[config.mk]
export PLATFORM = sky130hd
export DESIGN_NAME = muldiv_unit_flat
export DESIGN_NICKNAME = d
export VERILOG_FILES = /design/src/rtl/muldiv_if.sv /design/src/rtl/muldiv_unit.sv /design/src/flat_wrapper.sv
export SDC_FILE = /design/constraint.sdc
export NUM_CORES = 1
export LEC_CHECK = 0
export ABC_CLOCK_PERIOD_IN_PS = 3700
export BUFFER_PORTS_ARGS = -buffer_cell sky130_fd_sc_hd__buf_2
export CAP_MARGIN = 10
export CORE_UTILIZATION = 60
export DETAILED_ROUTE_END_ITERATION = 10
export HOLD_SLACK_MARGIN = 0.02
export PLACE_DENSITY = 0.89
export REMOVE_ABC_BUFFERS = 1
export SLEW_MARGIN = 20
export SYNTH_ARGS = -nofsm -noshare
export SYNTH_HDL_FRONTEND = slang
export SYNTH_SLANG_ARGS = --single-unit
[constraint.sdc]
create_clock -name clock -period 3.7 [get_ports clock]
set_input_delay 0.37 -clock clock [delete_from_list [all_inputs] [get_ports clock]]
set_output_delay 0.37 -clock clock [all_outputs]
set_load 0.01 [all_outputs]
[src/rtl/muldiv_if.sv]
// Handshake and operand/result bundle for muldiv_unit.
// The CPU controller drives the master side; the unit sits on the slave side.
interface muldiv_if #(parameter int WIDTH = 32);
  logic             start;
  logic             op;
  logic             is_signed;
  logic [WIDTH-1:0] a;
  logic [WIDTH-1:0] b;
  logic [WIDTH-1:0] hi;
  logic [WIDTH-1:0] lo;
  logic             busy;
  logic             done;
  logic             div_by_zero;

  modport master (output start, op, is_signed, a, b,
                  input  hi, lo, busy, done, div_by_zero);
  modport slave  (input  start, op, is_signed, a, b,
                  output hi, lo, busy, done, div_by_zero);
endinterface

[src/rtl/muldiv_unit.sv]
// Shared iterative shift-add multiplier / restoring divider, WIDTH cycles per op.
// Define MULDIV_SIGNED_EN to honour is_signed; otherwise every op is unsigned.
module muldiv_unit #(
  parameter int WIDTH = 32
) (
  input  logic     clock,
  input  logic     reset,
  muldiv_if.slave  bus
);
  localparam int CW = $clog2(WIDTH + 1);

  typedef enum logic [1:0] {IDLE, RUN, FIX, DONE} state_t;
  state_t state, stateNext;

  logic [CW-1:0]    cnt;
  logic             opReg;
  logic [WIDTH-1:0] accHi, accLo, bOp;
  logic             aNeg, bNeg;
  logic [WIDTH-1:0] aMag, bMag;
  logic [WIDTH:0]   mulSum, divShift, divDiff;
  logic             divGe;
  logic [WIDTH-1:0] stepHi, stepLo, fixHi, fixLo;
  logic             accept, isDbz;
`ifdef MULDIV_SIGNED_EN
  logic             negRes, negRem;
  logic [2*WIDTH-1:0] prod;
`endif

  assign accept = (state == IDLE) && bus.start;
  assign isDbz  = bus.op && (bus.b == '0);

  always_comb begin
`ifdef MULDIV_SIGNED_EN
    aNeg = bus.is_signed & bus.a[WIDTH-1];
    bNeg = bus.is_signed & bus.b[WIDTH-1];
`else
    aNeg = 1'b0;
    bNeg = 1'b0;
`endif
    aMag = aNeg ? -bus.a : bus.a;
    bMag = bNeg ? -bus.b : bus.b;
  end

  // One iteration: mul adds bOp into the upper half when the multiplier LSB
  // is set and shifts right; div shifts left and subtracts when it fits.
  always_comb begin
    mulSum   = {1'b0, accHi} + (accLo[0] ? {1'b0, bOp} : '0);
    divShift = {accHi, accLo[WIDTH-1]};
    divGe    = divShift >= {1'b0, bOp};
    divDiff  = divShift - {1'b0, bOp};
    if (opReg) begin
      stepHi = divGe ? divDiff[WIDTH-1:0] : divShift[WIDTH-1:0];
      stepLo = {accLo[WIDTH-2:0], divGe};
    end else begin
      stepHi = mulSum[WIDTH:1];
      stepLo = {mulSum[0], accLo[WIDTH-1:1]};
    end
  end

  always_comb begin
    fixHi = accHi;
    fixLo = accLo;
`ifdef MULDIV_SIGNED_EN
    prod = {accHi, accLo};
    if (!opReg) begin
      if (negRes) prod = -prod;
      fixHi = prod[2*WIDTH-1:WIDTH];
      fixLo = prod[WIDTH-1:0];
    end else begin
      if (negRes) fixLo = -accLo;
      if (negRem) fixHi = -accHi;
    end
`endif
  end

  always_ff @(posedge clock) begin
    if (!reset) state <= IDLE;
    else        state <= stateNext;
  end

  always_comb begin
    stateNext = state;
    case (state)
      IDLE: if (bus.start) stateNext = isDbz ? DONE : RUN;
      RUN:  if (cnt == CW'(1)) stateNext = FIX;
      FIX:  stateNext = DONE;
      DONE: stateNext = IDLE;
      default: stateNext = IDLE;
    endcase
  end

  always_ff @(posedge clock) begin
    if (!reset) begin
      bus.hi          <= '0;
      bus.lo          <= '0;
      bus.busy        <= 1'b0;
      bus.done        <= 1'b0;
      bus.div_by_zero <= 1'b0;
      cnt             <= '0;
      opReg           <= 1'b0;
      accHi           <= '0;
      accLo           <= '0;
      bOp             <= '0;
`ifdef MULDIV_SIGNED_EN
      negRes          <= 1'b0;
      negRem          <= 1'b0;
`endif
    end else begin
      bus.done <= 1'b0;
      case (state)
        IDLE: if (accept) begin
          opReg           <= bus.op;
          bus.div_by_zero <= 1'b0;
`ifdef MULDIV_SIGNED_EN
          negRes          <= aNeg ^ bNeg;
          negRem          <= aNeg;
`endif
          if (isDbz) begin
            // Divide by zero skips the engine: dividend passes through untouched.
            bus.hi          <= bus.a;
            bus.lo          <= '1;
            bus.div_by_zero <= 1'b1;
            bus.done        <= 1'b1;
          end else begin
            bus.busy <= 1'b1;
            cnt      <= CW'(WIDTH);
            accHi    <= '0;
            accLo    <= bus.op ? aMag : bMag;
            bOp      <= bus.op ? bMag : aMag;
          end
        end
        RUN: begin
          cnt   <= cnt - CW'(1);
          accHi <= stepHi;
          accLo <= stepLo;
        end
        FIX: begin
          bus.hi   <= fixHi;
          bus.lo   <= fixLo;
          bus.busy <= 1'b0;
          bus.done <= 1'b1;
        end
        default: ;
      endcase
    end
  end
endmodule

[src/flat_wrapper.sv]
// flat-port wrapper written by rule: the top's interface ports become plain ports
module muldiv_unit_flat 
#(
  parameter int WIDTH = 32
)
  (clock, reset, bus_start, bus_op, bus_is_signed, bus_a, bus_b, bus_hi, bus_lo, bus_busy, bus_done, bus_div_by_zero);
  muldiv_if #(.WIDTH(WIDTH)) bus_i ();
  input  logic clock;
  input  logic reset;
  input wire logic [$bits(bus_i.start)-1:0] bus_start;
  input wire logic [$bits(bus_i.op)-1:0] bus_op;
  input wire logic [$bits(bus_i.is_signed)-1:0] bus_is_signed;
  input wire logic [$bits(bus_i.a)-1:0] bus_a;
  input wire logic [$bits(bus_i.b)-1:0] bus_b;
  output wire logic [$bits(bus_i.hi)-1:0] bus_hi;
  output wire logic [$bits(bus_i.lo)-1:0] bus_lo;
  output wire logic [$bits(bus_i.busy)-1:0] bus_busy;
  output wire logic [$bits(bus_i.done)-1:0] bus_done;
  output wire logic [$bits(bus_i.div_by_zero)-1:0] bus_div_by_zero;
  assign bus_i.start = bus_start;
  assign bus_i.op = bus_op;
  assign bus_i.is_signed = bus_is_signed;
  assign bus_i.a = bus_a;
  assign bus_i.b = bus_b;
  assign bus_hi = bus_i.hi;
  assign bus_lo = bus_i.lo;
  assign bus_busy = bus_i.busy;
  assign bus_done = bus_i.done;
  assign bus_div_by_zero = bus_i.div_by_zero;
  muldiv_unit #(.WIDTH(WIDTH)) u_core (.clock(clock), .reset(reset), .bus(bus_i));
endmodule
# After elaboration in Yosys (flattened, before gate mapping)

Cells that the tools add are included.

Register bits: 172
Input bits: 69
Output and inout bits: 67

Add/sub/neg operators: 3
$lt $le $gt $ge: 1
Eq/ne operators: 9
Multiplexer cells: 31
Bitwise logic cells: 1
Reductions and logical operators: 12

Operators by type and width:

| kind                                                                | count |
|---|---|
| 32-bit 2-to-1 mux                                                   | 14 |
| 32-bit case mux with 2 select lines                                 | 4 |
| 32-bit by 32-bit adder with 33-bit output                           | 1 |
| 33-bit by 32-bit >= comparator with 1-bit output                    | 1 |
| 32-bit logical NOT                                                  | 1 |
| 32-bit subtractor                                                   | 1 |
| 6-bit 2-to-1 mux                                                    | 2 |
| 6-bit case mux with 2 select lines                                  | 1 |
| 3-bit AND reduction                                                 | 4 |
| 2-bit case mux with 4 select lines                                  | 1 |
| 6-bit by 1-bit == test with 1-bit output (second input constant)    | 1 |
| 2-bit 2-to-1 mux                                                    | 3 |
| 2-bit by 1-bit != test with 1-bit output (second input constant)    | 3 |
| 6-bit by 1-bit subtractor with 6-bit output (second input constant) | 1 |
| 2-bit == test (second input constant)                               | 2 |
| 1-bit 2-to-1 mux                                                    | 4 |
| 2-bit != test (second input constant)                               | 2 |
| 1-bit case mux with 2 select lines                                  | 2 |
| 2-bit AND reduction                                                 | 2 |
| 2-bit nonzero test                                                  | 2 |
| 2-bit by 1-bit == test with 1-bit output (second input constant)    | 1 |
| 1-bit logical AND                                                   | 2 |
| 2-bit logical NOT                                                   | 1 |
| 1-bit inverter                                                      | 1 |

# Depth between registers and ports, before layout

Depth in word-level cells: 5
Depth in mapped cells: 14

# Least setup slack after synthesis

No wires, ideal clock.

Kind: reg2reg
Start: reg u_core.accLo[0]
End: reg u_core.accHi[27]
Setup time: 0.083 ns
Arrival time: 3.075 ns
Required time: 3.617 ns
Slack: 0.542 ns
Cell stages (with the launch flop): 15
Buffers on the path: 1
Clock period less this slack: 3.158 ns
Path through: dfxtp_1 clkbuf_1 and2_1 ha_1 inv_1 fa_1 nand2b_1 a211oi_1 o22ai_1 o31ai_4 a21oi_2 o311ai_2 o41ai_4 xor2_1 o221ai_1

Word-level cells in the longest chain between the ends: 4

RTL lines:

| item                                      | line               | text |
|---|---|---|
| from (decl)                               | muldiv_unit.sv:17  | `logic [WIDTH-1:0] accHi, accLo, bOp;` |
| from (signal assigned)                    | muldiv_unit.sv:128 | `accLo <= bus.op ? aMag : bMag;` |
| from (signal assigned)                    | muldiv_unit.sv:135 | `accLo <= stepLo;` |
| 32-bit 2-to-1 mux                         | muldiv_unit.sv:47  | `mulSum = {1'b0, accHi} + (accLo[0] ? {1'b0, bOp} : '0);` |
| 32-bit by 32-bit adder with 33-bit output | muldiv_unit.sv:47  |  |
| 32-bit 2-to-1 mux                         | muldiv_unit.sv:51  | `if (opReg) begin` |
| 32-bit case mux with 2 select lines       | muldiv_unit.sv:110 | `case (state)` |
| to (signal assigned)                      | muldiv_unit.sv:134 | `accHi <= stepHi;` |
| to (decl)                                 | muldiv_unit.sv:17  |  |

Every way passes these cells.
A chain may end at the register's enable or synchronous reset.

# Final worst setup path

Start: reg u_core.accHi[0]
End: reg u_core.accHi[27]

Word-level cells in the longest chain between the ends: 4

RTL lines:

| item                                                                                  | line                                 | text |
|---|---|---|
| 32-bit subtractor or 33-bit by 32-bit >= comparator with 1-bit output (tied branches) | muldiv_unit.sv:50, muldiv_unit.sv:49 |  |
| 32-bit 2-to-1 mux                                                                     | muldiv_unit.sv:52                    | `stepHi = divGe ? divDiff[WIDTH-1:0] : divShift[WIDTH-1:0];` |
| 32-bit 2-to-1 mux (*)                                                                 | muldiv_unit.sv:51                    |  |
| 32-bit case mux with 2 select lines (*)                                               | muldiv_unit.sv:110                   |  |

Every way passes the cells marked *; elsewhere a longest branch is shown, timed or not.

==> flow_metrics.tcl <==
set metrics [dict create \
    die_w_um 145.4 \
    cts_tree "built" \
    postPlaceCellArea_um2 13210 \
    cts_setup_buffers 0 \
    power_uw 8057 \
    drt_iter0_drc 1349 \
    first_global_vias 11004 \
    critPathCaptureType "register" \
    use_met2_pct 50.91 \
    ys_seq_area_share_pct 27.93 \
    grt.busiest_layer "met2" \
    final_util_pct 68.39 \
    slowest_stage "dfxtp_1" \
    syn_inst 1463 \
    clk_pin_slew_worst_paths_ns 0.07 \
    status "finished clean" \
    die_y_um 145.4 \
    fin_skew_ns 0.01008 \
    powerDensity_nw_per_um2 584.1 \
    core_area_um2 20170 \
    wl_um 35260 \
    yosysTopAreaCell "dfxtp_1" \
    path_cells "ha_1 > inv_1 > fa_1 > nand2b_1 > a211oi_1 > o22ai_1 > o31ai_4 > a21oi_2 > o311ai_2 > o41ai_4 > xor2_1 > o221ai_1" \
    fin_crit_sh_pct 93.49 \
    vias 11848 \
    drive_above_1_share_pct 14.39 \
    cp.required_ns 4.00 \
    avgSynthCellArea_um2 8.427 \
    clockBufferDepth 2 \
    grt_max_degree 96 \
    synth_top_area_share_pct 27.93 \
    fin_cells 1822 \
    io_buffers 134 \
    hold_depth 3 \
    syn_area_um2 12330 \
    ant_nets 0 \
    critical_path.max_fanout 6 \
    grt_use_met1_pct 45.28 \
    final_area_um2 13790 \
    grt_first_pass_wirelength_um 56480 \
    htreeDepth 4 \
    wl_per_cell_um 19.35 \
    num_io_pins 136 \
    ff2ff_setup_slack_ns 0.24 \
    hold_end "u_core.opReg$_SDFFE_PN0P_" \
    regToRegEndpoint "u_core.accHi[27]$_SDFFE_PN0P_" \
    grt_use_met3_pct 5.361 \
    cts-root-buf "clkbuf_16" \
    maxCapViolCount 0 \
    synth_seq_cells 172 \
    track_usage_pct 32.74 \
    hold_class "in2reg" \
    cts_resized 0 \
    clock_latency_ns 0.43 \
    detailed_place_hpwl_um 25520 \
    nFillCells 1553 \
    synthDistinctLibCells 74 \
    worstSetupPathType "reg2reg" \
    grt_setup_unrepaired "false" \
    drtPass1Iterations 7 \
    cts_buffers 17 \
    vdd_drop_max_v 0.0003682 \
    viasPerCell 6.503 \
    arrival_ns 3.76 \
    worst_pin_slew_ns 0.9252 \
    antenna_found_initial 1 \
    r2r_cells 12 \
    final_nets 1678 \
    hold_violations 0 \
    drv_slew 0 \
    cts.sinks 172 \
    cts_hold_buf 0 \
    drc_errors 0 \
    relSlewSlack_pct 38.32 \
    min-delay-start "bus_start" \
    fin_crit_ns 3.459 \
    syn_to_final_growth_pct 11.87 \
    overflow 0 \
    routabilityCongestion 0.9825 \
    whs_ns 0.2572 \
    synth_top_flop_cell "dfxtp_1" \
    synthTopCellsByArea "dfxtp_1 28%, mux2i_1 9.7%, o211a_1 8.0%" \
    path_delay_family "compound AO/OA/AOI/OAI gates" \
    cp-start-kind "register" \
    yosys.cell_count.top_type "dfxtp_1" \
    rows 52 \
    dp.cells 1789 \
    start_util_pct 61.13 \
    yosys_warnings 0 \
    fmax_mhz 289.1 \
    synth_common_cells "172 x dfxtp_1, 126 x nand2_1, 120 x mux2i_1, 98 x o211a_1, 96 x a21oi_1" \
    r2r_start "u_core.accHi[0]$_SDFFE_PN0P_" \
    p_leak_uw 0.006717 \
    async_flop_share_pct 0 \
    setup_violations 0 \
    dieArea_um2 21130 \
    worst-path-buf-inv 1 \
    cpPeakStageDelay_ns 0.47 \
    synth_edf_count 0 \
]
==> metrics by stage <==
stage | worst slack, ns | TNS [ns]
finish | 0.2408 | 0
global route | 0.05118 | 0
CTS | 0.2892 | 0
detailed placement | 0.3643 | 0
global placement | 0.4589 | 0
floorplan | -2.367 | -188.61
==> per-layer routing <==
layer	vias to the layer above	share of wire (%)
met3	80	8.4
met5	-	0
met4	0	3.1
li1	5546	-
met1	5604	43
met2	618	45
==> worst register-to-register path, cell delays in order, from the launching register on <==
cell and delay, ns:
dfxtp_1 0.47, ha_1 0.26, inv_1 0.07, fa_1 0.39
nand2b_1 0.21, a211oi_1 0.35, o22ai_1 0.25, o31ai_4 0.29
a21oi_2 0.15, o311ai_2 0.45, o41ai_4 0.13, xor2_1 0.18
o221ai_1 0.14
==> cell type report <==
cell class	instances	area (µm²)	area share, %
multi-input combinational	1122	8265	59.92
sequential	172	3445	24.97
timing repair buffer	166	940.9	6.821
clock buffer	21	470.5	3.411
tap	270	337.8	2.449
inverter	59	221.5	1.606
clock inverter	10	107.6	0.7801
antenna	2	5.005	0.03628
==> state kept, by name (all words and copies together), names as in the netlist, 2 cells and up <==
register,flops
u_core.cnt,6
u_core.bus.hi,32
u_core.bus.lo,32
u_core.accLo,32
u_core.bOp,32
u_core.accHi,32
u_core.state,2
==> worst max path at each step <==
stage,startpoint,endpoint,slack (ns),cells past startpoint
after floorplan,u_core.state[0]$_SDFFE_PN0P_,u_core.accHi[30]$_SDFFE_PN0P_,-2.37,9
after global placement,u_core.accHi[0]$_SDFFE_PN0P_,u_core.accHi[27]$_SDFFE_PN0P_,0.46,12
after detailed placement,u_core.accHi[0]$_SDFFE_PN0P_,u_core.accHi[27]$_SDFFE_PN0P_,0.36,12
after CTS,u_core.accHi[0]$_SDFFE_PN0P_,u_core.accHi[27]$_SDFFE_PN0P_,0.29,12
after global routing,u_core.accHi[0]$_SDFFE_PN0P_,u_core.accHi[27]$_SDFFE_PN0P_,0.05,12
final,u_core.accHi[0]$_SDFFE_PN0P_,u_core.accHi[27]$_SDFFE_PN0P_,0.24,12
==> placed cells by master, fill, tap and decap left out, drive strengths merged, types with 3 or more instances in the layout <==
cell type | synthesis | routed
dfxtp | 172 | 172
buf | 32 | 166
nand2 | 126 | 126
mux2i | 120 | 120
o211a | 98 | 98
a21oi | 98 | 98
nor2b | 72 | 72
a211oi | 70 | 70
ha | 69 | 69
inv | 59 | 63
o21ai | 58 | 58
nor2 | 50 | 50
xnor2 | 36 | 36
and2 | 35 | 35
nand3b | 31 | 31
a21o | 31 | 31
nor3 | 23 | 23
nand3 | 21 | 21
clkbuf | 78 | 21
xor2 | 20 | 20
nand4 | 18 | 18
a22oi | 17 | 17
o21a | 14 | 14
nor4 | 11 | 11
o21bai | 8 | 8
nand2b | 8 | 8
o221ai | 8 | 8
a31oi | 6 | 6
o211ai | 6 | 6
or3 | 5 | 5
a211o | 5 | 5
a2111oi | 5 | 5
and3 | 4 | 4
a22o | 4 | 4
or2 | 3 | 3
o22ai | 3 | 3
a21boi | 3 | 3
o31ai | 3 | 3
clkinv | 0 | 3
o311ai | 3 | 3
==> where the power goes <==
part | switching (µW) | internal [µW]
logic | 2140 | 1460
registers | 394 | 2290
clock network | 784 | 992
==> logic make-up (layout without fill, tap and decap cells) <==
logic type / after synthesis / after routing / share of synthesized area (%)
compound gates: 460 / 460 / 27.96
xor+xnor: 56 / 56 / 3.978
fa+ha+maj: 71 / 71 / 7.327
buf+inv: 169 / 256 / 5.429
flops: 172 / 172 / 27.93
mux: 121 / 121 / 9.834
other cells: 0 / 2 / 0
simple gates: 414 / 414 / 17.55
Power figures use the tool's default switching activity.
